==> src/rtl/top_mod_pkg.sv <==
// top_mod_pkg
// Shared definitions for the 8-bit accumulator processor: datapath widths,
// memory depths, the opcode map and the controller state encoding.
// No ports; imported by acc_alu and top_mod.

package top_mod_pkg;

    localparam int ACC_W     = 8;
    localparam int PC_W      = 6;
    localparam int INSN_W    = 12;
    localparam int OP_W      = 4;
    localparam int RAM_AW    = 4;
    localparam int ROM_DEPTH = 1 << PC_W;
    localparam int RAM_DEPTH = 1 << RAM_AW;

    localparam logic [OP_W-1:0] OP_NOP  = 4'h0;
    localparam logic [OP_W-1:0] OP_LDI  = 4'h1;
    localparam logic [OP_W-1:0] OP_LDA  = 4'h2;
    localparam logic [OP_W-1:0] OP_STA  = 4'h3;
    localparam logic [OP_W-1:0] OP_ADD  = 4'h4;
    localparam logic [OP_W-1:0] OP_SUB  = 4'h5;
    localparam logic [OP_W-1:0] OP_AND  = 4'h6;
    localparam logic [OP_W-1:0] OP_OR   = 4'h7;
    localparam logic [OP_W-1:0] OP_ADDI = 4'h8;
    localparam logic [OP_W-1:0] OP_JMP  = 4'h9;
    localparam logic [OP_W-1:0] OP_JZ   = 4'hA;
    localparam logic [OP_W-1:0] OP_JC   = 4'hB;
    localparam logic [OP_W-1:0] OP_RETI = 4'hC;
    localparam logic [OP_W-1:0] OP_NOT  = 4'hD;
    localparam logic [OP_W-1:0] OP_SHL  = 4'hE;
    localparam logic [OP_W-1:0] OP_HALT = 4'hF;

    typedef enum logic [1:0] {
        FETCH   = 2'd0,
        DECODE  = 2'd1,
        EXECUTE = 2'd2,
        HALTED  = 2'd3
    } CtrlState;

endpackage

==> src/rtl/acc_alu.sv <==
// acc_alu
// Combinational ALU for the accumulator processor.
// Ports:
//   op     in  4 : opcode of the executing instruction
//   a      in  8 : accumulator value
//   b      in  8 : memory operand or immediate
//   cin    in  1 : adder carry-in (1 for SUB, which is a + ~b + 1)
//   result out 8 : value to be written to the accumulator
//   cout   out 1 : adder carry-out, or the bit shifted out by SHL
//   zero   out 1 : result is all zeros
//   ovf    out 1 : two's-complement overflow of ADD/ADDI/SUB

module acc_alu
    import top_mod_pkg::*;
(
    input  logic [OP_W-1:0]  op,
    input  logic [ACC_W-1:0] a,
    input  logic [ACC_W-1:0] b,
    input  logic             cin,
    output logic [ACC_W-1:0] result,
    output logic             cout,
    output logic             zero,
    output logic             ovf
);

    logic [ACC_W-1:0] addend;
    logic [ACC_W:0]   sum;

    // One shared 9-bit adder serves ADD, ADDI and SUB; SUB inverts the
    // operand and relies on cin for the +1, so a carry-out means "no borrow".
    // Overflow is judged on the operand actually fed to the adder.
    always_comb begin
        addend = (op == OP_SUB) ? ~b : b;
        sum    = {1'b0, a} + {1'b0, addend} + (ACC_W+1)'(cin);
        result = a;
        cout   = 1'b0;
        ovf    = 1'b0;
        case (op)
            OP_ADD, OP_ADDI, OP_SUB: begin
                result = sum[ACC_W-1:0];
                cout   = sum[ACC_W];
                ovf    = (a[ACC_W-1] == addend[ACC_W-1]) &&
                         (sum[ACC_W-1] != a[ACC_W-1]);
            end
            OP_LDI, OP_LDA: result = b;
            OP_AND:         result = a & b;
            OP_OR:          result = a | b;
            OP_NOT:         result = ~a;
            OP_SHL: begin
                result = {a[ACC_W-2:0], 1'b0};
                cout   = a[ACC_W-1];
            end
            default:        result = a;
        endcase
        zero = (result == '0);
    end

endmodule

==> src/rtl/top_mod.sv <==
// top_mod
// 8-bit accumulator processor: 64x12 program ROM, 16x8 data RAM, a
// FETCH/DECODE/EXECUTE controller with a HALTED state, and a single
// vectored interrupt with one level of saved PC and flags.
// Parameters:
//   PROG_FILE  : name of the program image; the ROM array is loaded by the harness
//   INT_VECTOR : ROM address of the interrupt service routine
// Ports:
//   clk             in  1 : rising-edge clock
//   StartEverything in  1 : synchronous active-high reset / start
//   interrupt       in  1 : active-high interrupt request
//   ACCout          out 8 : accumulator
//   coutRegout      out 1 : carry flag
//   zeroRegout      out 1 : zero flag
//   overflowRegout  out 1 : signed-overflow flag
//   StageComplete   out 1 : high during the EXECUTE cycle of each instruction

module top_mod
    import top_mod_pkg::*;
#(
    parameter string           PROG_FILE  = "program.hex",
    parameter logic [PC_W-1:0] INT_VECTOR = 6'h30
) (
    input  logic             clk,
    input  logic             StartEverything,
    input  logic             interrupt,
    output logic [ACC_W-1:0] ACCout,
    output logic             coutRegout,
    output logic             zeroRegout,
    output logic             overflowRegout,
    output logic             StageComplete
);

    logic [INSN_W-1:0] rom [ROM_DEPTH];
    logic [ACC_W-1:0]  ram [RAM_DEPTH];

    CtrlState          state;
    CtrlState          nextState;
    logic [PC_W-1:0]   pc;
    logic [PC_W-1:0]   nextPc;
    logic [PC_W-1:0]   epc;
    logic [INSN_W-1:0] ir;
    logic [ACC_W-1:0]  memData;
    logic [ACC_W-1:0]  acc;
    logic [ACC_W-1:0]  nextAcc;
    logic              carryFlag;
    logic              zeroFlag;
    logic              ovfFlag;
    logic              nextCarry;
    logic              nextZero;
    logic              nextOvf;
    logic              savedCarry;
    logic              savedZero;
    logic              savedOvf;
    logic              pend;
    logic              ie;
    logic              takeInt;
    logic              doReti;
    logic              ramWe;
    logic [OP_W-1:0]   op;
    logic [ACC_W-1:0]  opnd;
    logic [ACC_W-1:0]  aluB;
    logic [ACC_W-1:0]  aluResult;
    logic              aluCout;
    logic              aluZero;
    logic              aluOvf;

    assign op   = ir[INSN_W-1:ACC_W];
    assign opnd = ir[ACC_W-1:0];
    assign aluB = ((op == OP_LDI) || (op == OP_ADDI)) ? opnd : memData;

    acc_alu uAlu (
        .op     (op),
        .a      (acc),
        .b      (aluB),
        .cin    (op == OP_SUB),
        .result (aluResult),
        .cout   (aluCout),
        .zero   (aluZero),
        .ovf    (aluOvf)
    );

    // Controller next-state and the architectural updates of the executing
    // instruction. nextPc already includes any jump or RETI redirect, which
    // is exactly what an interrupt taken at the end of EXECUTE must save.
    // In HALTED the PC already points past the HALT, so an interrupt taken
    // there returns to HALT+1.
    always_comb begin
        nextState = state;
        nextPc    = pc;
        nextAcc   = acc;
        nextCarry = carryFlag;
        nextZero  = zeroFlag;
        nextOvf   = ovfFlag;
        ramWe     = 1'b0;
        doReti    = 1'b0;
        takeInt   = 1'b0;
        case (state)
            FETCH: begin
                nextPc    = pc + PC_W'(1);
                nextState = DECODE;
            end
            DECODE: begin
                nextState = EXECUTE;
            end
            EXECUTE: begin
                nextState = FETCH;
                case (op)
                    OP_LDI, OP_LDA, OP_AND, OP_OR, OP_NOT: begin
                        nextAcc  = aluResult;
                        nextZero = aluZero;
                    end
                    OP_SHL: begin
                        nextAcc   = aluResult;
                        nextZero  = aluZero;
                        nextCarry = aluCout;
                    end
                    OP_ADD, OP_ADDI, OP_SUB: begin
                        nextAcc   = aluResult;
                        nextZero  = aluZero;
                        nextCarry = aluCout;
                        nextOvf   = aluOvf;
                    end
                    OP_STA: ramWe = 1'b1;
                    OP_JMP: nextPc = opnd[PC_W-1:0];
                    OP_JZ: begin
                        if (zeroFlag) begin
                            nextPc = opnd[PC_W-1:0];
                        end
                    end
                    OP_JC: begin
                        if (carryFlag) begin
                            nextPc = opnd[PC_W-1:0];
                        end
                    end
                    OP_RETI: begin
                        nextPc    = epc;
                        nextCarry = savedCarry;
                        nextZero  = savedZero;
                        nextOvf   = savedOvf;
                        doReti    = 1'b1;
                    end
                    OP_HALT: nextState = HALTED;
                    default: ;
                endcase
                if (pend && ie) begin
                    takeInt   = 1'b1;
                    nextState = FETCH;
                end
            end
            HALTED: begin
                if (pend && ie) begin
                    takeInt   = 1'b1;
                    nextState = FETCH;
                end
            end
            default: nextState = FETCH;
        endcase
    end

    // Controller state register.
    always_ff @(posedge clk) begin
        if (StartEverything) begin
            state <= FETCH;
        end else begin
            state <= nextState;
        end
    end

    // Architectural registers and interrupt bookkeeping. On interrupt entry
    // the request that caused it is consumed, so a request still asserted on
    // the entry edge does not cause a second service; a request arriving on
    // a later edge while ie is clear stays pending until after RETI.
    always_ff @(posedge clk) begin
        if (StartEverything) begin
            pc         <= '0;
            acc        <= '0;
            carryFlag  <= 1'b0;
            zeroFlag   <= 1'b0;
            ovfFlag    <= 1'b0;
            pend       <= 1'b0;
            ie         <= 1'b1;
            epc        <= '0;
            savedCarry <= 1'b0;
            savedZero  <= 1'b0;
            savedOvf   <= 1'b0;
        end else begin
            acc       <= nextAcc;
            carryFlag <= nextCarry;
            zeroFlag  <= nextZero;
            ovfFlag   <= nextOvf;
            if (takeInt) begin
                pc         <= INT_VECTOR;
                epc        <= nextPc;
                savedCarry <= nextCarry;
                savedZero  <= nextZero;
                savedOvf   <= nextOvf;
                ie         <= 1'b0;
                pend       <= 1'b0;
            end else begin
                pc <= nextPc;
                if (doReti) begin
                    ie <= 1'b1;
                end
                if (interrupt) begin
                    pend <= 1'b1;
                end
            end
        end
    end

    // Memory ports: instruction latch in FETCH, operand read in DECODE and
    // the STA write at the end of EXECUTE. The write is blocked by reset so
    // an aborted STA leaves the RAM untouched; RAM is otherwise never cleared.
    always_ff @(posedge clk) begin
        if (state == FETCH) begin
            ir <= rom[pc];
        end
        if (state == DECODE) begin
            memData <= ram[opnd[RAM_AW-1:0]];
        end
        if (ramWe && !StartEverything) begin
            ram[opnd[RAM_AW-1:0]] <= acc;
        end
    end

    assign ACCout         = acc;
    assign coutRegout     = carryFlag;
    assign zeroRegout     = zeroFlag;
    assign overflowRegout = ovfFlag;
    assign StageComplete  = (state == EXECUTE);

endmodule

==> config.mk <==
export PLATFORM = sky130hd
export DESIGN_NAME = top_mod
export DESIGN_NICKNAME = d
export VERILOG_FILES = /design/src/rtl/top_mod_pkg.sv /design/src/rtl/acc_alu.sv /design/src/rtl/top_mod.sv
export SDC_FILE = /design/constraint.sdc
export NUM_CORES = 1
export LEC_CHECK = 0
export BUFFER_PORTS_ARGS = -buffer_cell sky130_fd_sc_hd__buf_2
export CORE_AREA = 4 4 41 43
export DETAILED_ROUTE_END_ITERATION = 6
export DIE_AREA = 0 0 45 47
export SETUP_SLACK_MARGIN = 0.2
export SLEW_MARGIN = 25
export SYNTH_ARGS = -nofsm -noshare
export SYNTH_HDL_FRONTEND = slang
export SYNTH_HIERARCHICAL = 1
export SYNTH_SLANG_ARGS = --single-unit
==> constraint.sdc <==
create_clock -name clk -period 0.85 [get_ports clk]
set_clock_uncertainty 0.05 [all_clocks]
set_input_delay 0.085 -clock clk [delete_from_list [all_inputs] [get_ports clk]]
set_output_delay 0.085 -clock clk [all_outputs]
set_load 0.005 [all_outputs]
=== Word-level counts from Yosys, hierarchy flattened ===
Memory sizes are Yosys's and may differ from the RTL's. A register that Yosys moved wholly into a read port is not among the register bits.
Cells that the tools add are included.
W data, S select, Z words.

* Memories: 1
* Input bits: 3
* Logic and storage cells: 75
* Register bits: 30
* Bits in writable memories: 128

* Reduce and logical (&&, ||, !) cells: 15
* Mux-type cells: 24
* Add/subtract/negate cells: 2
* Bitwise logic cells: 4
* Eq/ne operators: 18

{| class="wikitable"
|+ Memories
! name !! words !! width !! rd ports !! clocked after memory_dff !! write ports !! RTL line !! RTL
|-
| ram || 16 || 8 || 1 || 1 || 1 || top_mod.sv:35 || <nowiki>logic [ACC_W-1:0] ram [RAM_DEPTH];</nowiki>
|}

{| class="wikitable"
|+ Operator list
! cell !! number
|-
| $pmux W8 S6 || 1
|-
| $eq A4 B4 Y1 const B || 5
|-
| $eq A4 B3 Y1 const B || 4
|-
| $mux W8 || 2
|-
| $not A8 Y8 || 2
|-
| $mux W1 || 14
|-
| $add A8 B8 Y9 || 1
|-
| $add A9 B1 Y9 || 1
|-
| $reduce_or A9 Y1 || 1
|-
| $and A8 B8 Y8 || 1
|-
| $eq A4 B2 Y1 const B || 2
|-
| $logic_not A8 Y1 || 1
|-
| $or A8 B8 Y8 || 1
|-
| $pmux W2 S4 || 1
|-
| $mux W2 || 3
|-
| $pmux W1 S2 || 3
|-
| $reduce_or A2 Y1 || 3
|-
| $eq A2 B2 Y1 const B || 2
|-
| $eq A4 B1 Y1 const B || 1
|-
| $reduce_or A4 Y1 || 1
|-
| $logic_and A1 B1 Y1 || 3
|-
| $reduce_or A3 Y1 || 1
|-
| $eq A2 B1 Y1 const B || 1
|-
| $logic_not A2 Y1 || 1
|-
| 7 further kinds || 7
|}

=== Logic depth before layout (Yosys ltp) ===
Gate-level depths: netlist of run 1.

* Depth after elaboration: 11
* Depth in mapped cells: 3
* Depth with buffers taken out: 3

=== Worst setup path after synthesis of run 1 ===
OpenSTA, ideal clock, no wires.

* Path type: register to register
* From: register state[1]
* To: register state[0]
* Stages on the path, launching flop included: 3
* Buffers on the path: 0
* Library setup time: 70 ps
* Arrival: 631 ps
* Setup slack: 100 ps
* Path through: dfxtp_1 or2_0 a21oi_1

* Cells in the longest elaborated chain, start to end: 2
* Elaborated cells on any way between the ends: 6
* Those cells by class: eq/ne: 4; mux: 1; reduce/logical: 1

{| class="wikitable"
|+ RTL lines
! element !! RTL line !! RTL
|-
| start: declaration || top_mod.sv:37 || <nowiki>CtrlState state;</nowiki>
|-
| start signal: assignment || top_mod.sv:166 || <nowiki>state <= nextState;</nowiki>
|-
| $eq A2 B2 Y1 (tied with other cells) || top_mod.sv:98 || <nowiki>case (state)</nowiki>
|-
| $pmux W2 S4 or $ne A2 B2 Y1 (tied branches) || - ||
|}

Parallel ways exist; a longest one is shown, timed or not.
A chain may end at the register's enable or synchronous reset.

=== Worst setup path after layout of run 1 ===
* From: register state[1]
* To: output port StageComplete

* Cells in the longest elaborated chain, start to end: 1

{| class="wikitable"
|+ RTL lines
! element !! RTL line !! RTL
|-
| $eq A2 B2 Y1 || - ||
|-
| end: declaration || top_mod.sv:31 || <nowiki>output logic StageComplete</nowiki>
|}

No other way between the ends.

==> results.ini, run 1 <==
[synth]
synth-simple-area-share_pct=24.34
ys_ff_latch=4
yosysSeqAreaShare_pct=33.86
synth_area_per_cell_um2=8.758
synth_compound_area_share_pct=5.291
synth_fa_ha_area_share_pct=0
postSynthCellCount=27
synth_top_family_by_area=buffers and inverters
synth_cell_types=13
synth_xor_area_share_pct=0
synth.yosys.warnings=6
synthMuxAreaShare_pct=0
syn_area_um2=236.5

[worst_hold_path]
hold_class=input pin to flip-flop
hold_path_end=state[1]
hp-start=StartEverything
hold_path_depth=2

[cts]
root_buffer=clkbuf_4
path_clk_slew_ns=0.04
holdBufCountCts=0
cts.sink_count=4
tritoncts=built
cts_buffer_depth=2
cts_resized=0
clk_latency_ns=0.23
cts-buffers-inserted=3
htree_levels=1

[place]
postPlaceCellArea_um2=232.7
dp_hpwl_um=251.5
dp.cells=44
gp_congestion=0.7217
pre_cts_ws_ns=0.08765
port_buffers=3

[critical_path]
arrival_ns=0.77
cp.required_ns=0.71
end_kind=output pin
path_class=flip-flop to output pin
worst_r2r_endpoint=state[0]
reg2reg_depth=3
r2r_slack_ns=-0.04
cp-start-kind=flip-flop
crit_fanout=2
timing.rr.start=state[1]

[final_layout]
syn2layout_area_growth_pct=11.11
n_antenna_cell=0
drive_gt1_share_pct=36.36
final_common_cell=conb_1
finalNonFillerCells=48
final_cell_mix=conb_1 (11), clkbuf_4 (3), buf_2 (3)
multiInputGateArea_um2=116.4
fill_cells=151
fin_nets=38
design_area_um2=262.8
seqCellArea_um2=82.58

[floorplanning]
rows=13
initial_utilization_pct=18.17
dieHeight_um=47
fp.dieArea_mm2=0.002115
die-width_um=45
num_io_pins=15
core-area_mm2=0.001301

[drt]
post-route-drc-count=0
drt_iter0_markers=0
ant_nets=0
num_vias=151
vias_per_cell=3.146
drt-pass1-iter-count=1
wl_per_cell_um=6.708
drt-total-wl_um=322

[run]
maxCapViolations=0

[global_routing]
grt_pass1_wl_um=455
grt_max_degree=5
grt_util_all_layers_pct=3.633
grt_pass1_vias=118
grt_antenna_before_repair=0
grt_overflow=0

[sta]
setup_violations=3
hold_viol=0
period_minus_slack_ns=0.9089
fmax_mhz=1100
drv_slew=0
period_share_pct=106.9
grt_setup_unrepaired=yes
timing.final.ws_setup_ns=-0.05888

[status]
status=complete, but fails checks
violations=negative setup slack

[power_and_ir_drop]
power.density_mw_per_mm2=1922
ir_drop_mv=0.6490
p_leak_uw=0.0001258

-- synthesized netlist by cell type, drive strengths merged --
library cell	number	area [um2]
buf	11	82.58
dfxtp	4	80.08
nand2	2	7.510
a21o	1	7.510
a21oi	1	5.000
and3	1	6.260
conb	1	3.750
nand3	1	5.000
nor2	1	3.750
nor2b	1	6.260
nor3	1	10.01
nor3b	1	12.51
or2	1	6.260
-- flip-flops by register name, summed over array words and instances, names as in the netlist --
name and flops:
state 2, ie 1, pend 1
-- area by class of cell --
type / count / share of cell area (%)
Multi-Input combinational cell: 22 / 44.29
Timing Repair Buffer: 4 / 8.571
Sequential cell: 4 / 31.43
Tap cell: 15 / 7.143
Clock buffer: 3 / 8.571
-- metrics by stage --
| stage | utilization [%] | TNS, ns | hold WS, ns | power, uW |
|---|---|---|---|---|
| global route | 20.19 | -0.2493 | 0.01979 | 546.9 |
| CTS | 20.19 | -0.1600 | 0.005538 | 521.0 |
| global placement | 17.88 | 0 | 0.2605 | 265.4 |
| finish | 20.19 | -0.1113 | 0.01439 | 505.0 |
| detailed placement | 17.88 | 0 | 0.2577 | 266.3 |
| floorplan | - | 0 | 0.09708 | 288.2 |
-- kinds of logic after synthesis --
group           count (synthesis)
other cells                     1
buf+inv                        11
simple gates                    9
compound gates                  2
flops                           4
-- worst max path at each step --
| stage | from | end | slack (ns) | cells past startpoint |
|---|---|---|---|---|
| 2_1_floorplan | ie | state[1] | 0.12 | 2 |
| 3_3_place_gp | state[1] | state[1] | 0.09 | 2 |
| 3_5_place_dp | state[0] | state[0] | 0.09 | 2 |
| 4_1_cts | state[1] | StageComplete | -0.08 | 2 |
| 5_1_grt | state[1] | StageComplete | -0.10 | 2 |
| 6_report | state[1] | StageComplete | -0.06 | 2 |
-- what timing repair did --
item                       CTS  global route
pin swaps                    3             1
buffers inserted             1             0
setup endpoints to repair    5             5
cloned                       0             0
-- worst max-delay path, stage by stage, from the launching register on --
cell and delay [ns]:
dfxtp_2 0.31, nor2b_1 0.11, buf_2 0.12
-- routing by layer --
layer / global-route usage, % / up-vias / share of wire [%]
met5: 0 / - / 0
met4: 3.509 / 0 / 0
met3: 4.981 / 0 / 23
met2: 3.390 / 11 / 40
met1: 3.409 / 63 / 36
li1: - / 77 / -
-- power breakdown --
group          switching (uW)  internal [uW]  total [uW]
Sequential               9.29            204         214
Clock                    78.0            158         236
Combinational            29.9           25.4        55.4
No activity file was read; power rests on OpenSTA's default activity.
==> run 2, diff against run 1 <==
==> constraint.sdc (replaced) <==
create_clock -name clk -period 0.91 [get_ports clk]
set_clock_uncertainty 0.05 [all_clocks]
set_input_delay 0.091 -clock clk [delete_from_list [all_inputs] [get_ports clk]]
set_output_delay 0.091 -clock clk [all_outputs]
set_load 0.005 [all_outputs]
==> run 2 against run 1 <==
Net effect: the run now ends clean; sequential share of layout area is 0.55 points lower; utilization is 0.67 points higher; clock-buffer cell count stayed put; first-iteration DRC count is 3 higher; register-to-register slack better by 0.05 ns; setup slack better by 0.063 ns.
==> results.ini, run 2 (synthesis gave the netlist of run 1 again) <==
[global_routing]
grt_overflow=0  ; unchanged
grt_pass1_wl_um=434  ; -4.6%
grt_antenna_before_repair=0  ; unchanged
grt_util_all_layers_pct=3.399  ; -0.23 points
grt_pass1_vias=123  ; +4.2%
grt_max_degree=5  ; unchanged

[critical_path]
reg2reg_depth=3  ; unchanged
path_class=flip-flop to output pin
arrival_ns=0.76  ; about the same
cp.required_ns=0.77  ; +0.06 ns
crit_fanout=2  ; unchanged
cp-start-kind=flip-flop
timing.rr.start=state[1]
worst_r2r_endpoint=state[0]
r2r_slack_ns=0.01  ; +0.05 ns
end_kind=output pin

[floorplanning]
fp.dieArea_mm2=0.002115  ; unchanged
initial_utilization_pct=18.17  ; unchanged
die-width_um=45  ; unchanged
dieHeight_um=47  ; unchanged
num_io_pins=15  ; unchanged
core-area_mm2=0.001301  ; unchanged
rows=13  ; unchanged

[sta]
fmax_mhz=1104
hold_viol=0  ; unchanged
period_share_pct=99.56
period_minus_slack_ns=0.9060
setup_violations=0  ; -3
timing.final.ws_setup_ns=0.004035  ; +0.06291 ns
drv_slew=0  ; unchanged
whs_ns=0.02372  ; +0.009327 ns
grt_setup_unrepaired=yes

[power_and_ir_drop]
p_leak_uw=0.0001276  ; +1.4%
power.density_mw_per_mm2=1735  ; -9.7%
ir_drop_mv=0.5150  ; -21%

[final_layout]
fin_nets=38  ; unchanged
n_antenna_cell=0  ; unchanged
largest_reg_flops=2  ; unchanged
drive_gt1_share_pct=42.42  ; +6.1 points
design_area_um2=271.5  ; +3.3%
largest_registers=state x2, ie x1, pend x1
largest_register=state
final_cell_mix=conb_1 (11), clkbuf_4 (3), buf_2 (3), dfxtp_2 (3), nand2_1 (2)
syn2layout_area_growth_pct=14.81
fill_cells=150  ; -0.66%
final_common_cell=conb_1

[worst_hold_path]
hp-start=StartEverything
hold_path_depth=2  ; unchanged
hold_class=input pin to flip-flop
hold_path_end=pend

[drt]
drt-total-wl_um=320  ; -0.62%
vias_per_cell=3.188  ; +1.3%
wl_per_cell_um=6.667  ; -0.62%
drt_iter0_markers=3  ; +3
num_vias=153  ; +1.3%
ant_nets=0  ; unchanged
post-route-drc-count=0  ; unchanged
drt-pass1-iter-count=3  ; +2

[place]
gp_congestion=0.6477  ; -10%
dp_hpwl_um=254.6  ; +1.2%
postPlaceCellArea_um2=232.7  ; unchanged
pre_cts_ws_ns=0.1328  ; +0.04512 ns
port_buffers=3  ; unchanged

[cts]
clk_latency_ns=0.23  ; about the same
cts.sink_count=4  ; unchanged
holdBufCountCts=0  ; unchanged
tritoncts=built
path_clk_slew_ns=0.03  ; about the same
htree_levels=1  ; unchanged
cts-buffers-inserted=3  ; unchanged
root_buffer=clkbuf_4
cts_buffer_depth=2  ; unchanged

[run]
maxCapViolations=0  ; unchanged

[status]
status=completed

## run 2: cell counts in the layout (fill, tap and decap cells not counted)
Identical to the previous run, type by type.
## run 2: through the flow
stage | total power, uW | utilization (%) | instances | setup TNS (ns)
global placement | 248.1 | 17.88 | 44 | 0
finish | 471.0 | 20.87 | 48 | 0
detailed placement | 249.6 | 17.88 | 44 | 0
floorplan | 269.2 | - | 37 | 0
CTS | 479.8 | 20.29 | 48 | -0.02289
global route | 505.4 | 20.87 | 48 | -0.09382
## run 2: final cells by class
class / count / area, um2 / area share [%]
Clock buffer: 3 / 22.52 / 8.295
Multi-Input combinational cell: 22 / 123.9 / 45.62
Sequential cell: 4 / 83.83 / 30.88
Tap cell: 15 / 18.77 / 6.912
Timing Repair Buffer: 4 / 22.52 / 8.295
## run 2: per-layer routing
layer | vias up | GRT usage (%) | routed length, um
met5 | - | 0 | 0
met4 | 0 | 7.018 | 25
met3 | 3 | 1.149 | 42
met2 | 12 | 3.390 | 133
met1 | 62 | 3.645 | 119
li1 | 76 | - | -
## run 2: critical path: stages (launching register included)
cell and delay [ns]:
dfxtp_2 0.31, nor2b_4 0.11, buf_2 0.11
## run 2: worst max path at each step
stage / from / to / slack [ns] / cells past startpoint
3_5_place_dp: state[0] / state[0] / 0.13 / 2
3_3_place_gp: state[0] / state[0] / 0.16 / 2
4_1_cts: state[1] / StageComplete / -0.02 / 2
5_1_grt: state[1] / StageComplete / -0.05 / 2
6_report: state[1] / StageComplete / 0.004 / 2
2_1_floorplan: ie / state[1] / 0.18 / 2
## run 2: power breakdown
group | leakage, uW | switching, uW | internal, uW
combinational | 0.0000798 | 27.7 | 26.6
sequential | 0.0000339 | 11.8 | 192
clock | 0.0000138 | 65.6 | 147
## run 2: repair_timing
item,CTS,global route
endpoints found under the hold margin,0,0
setup buffers,1,0
pin swaps,3,1
gates resized for setup,1,1
endpoints found under the setup margin,5,5
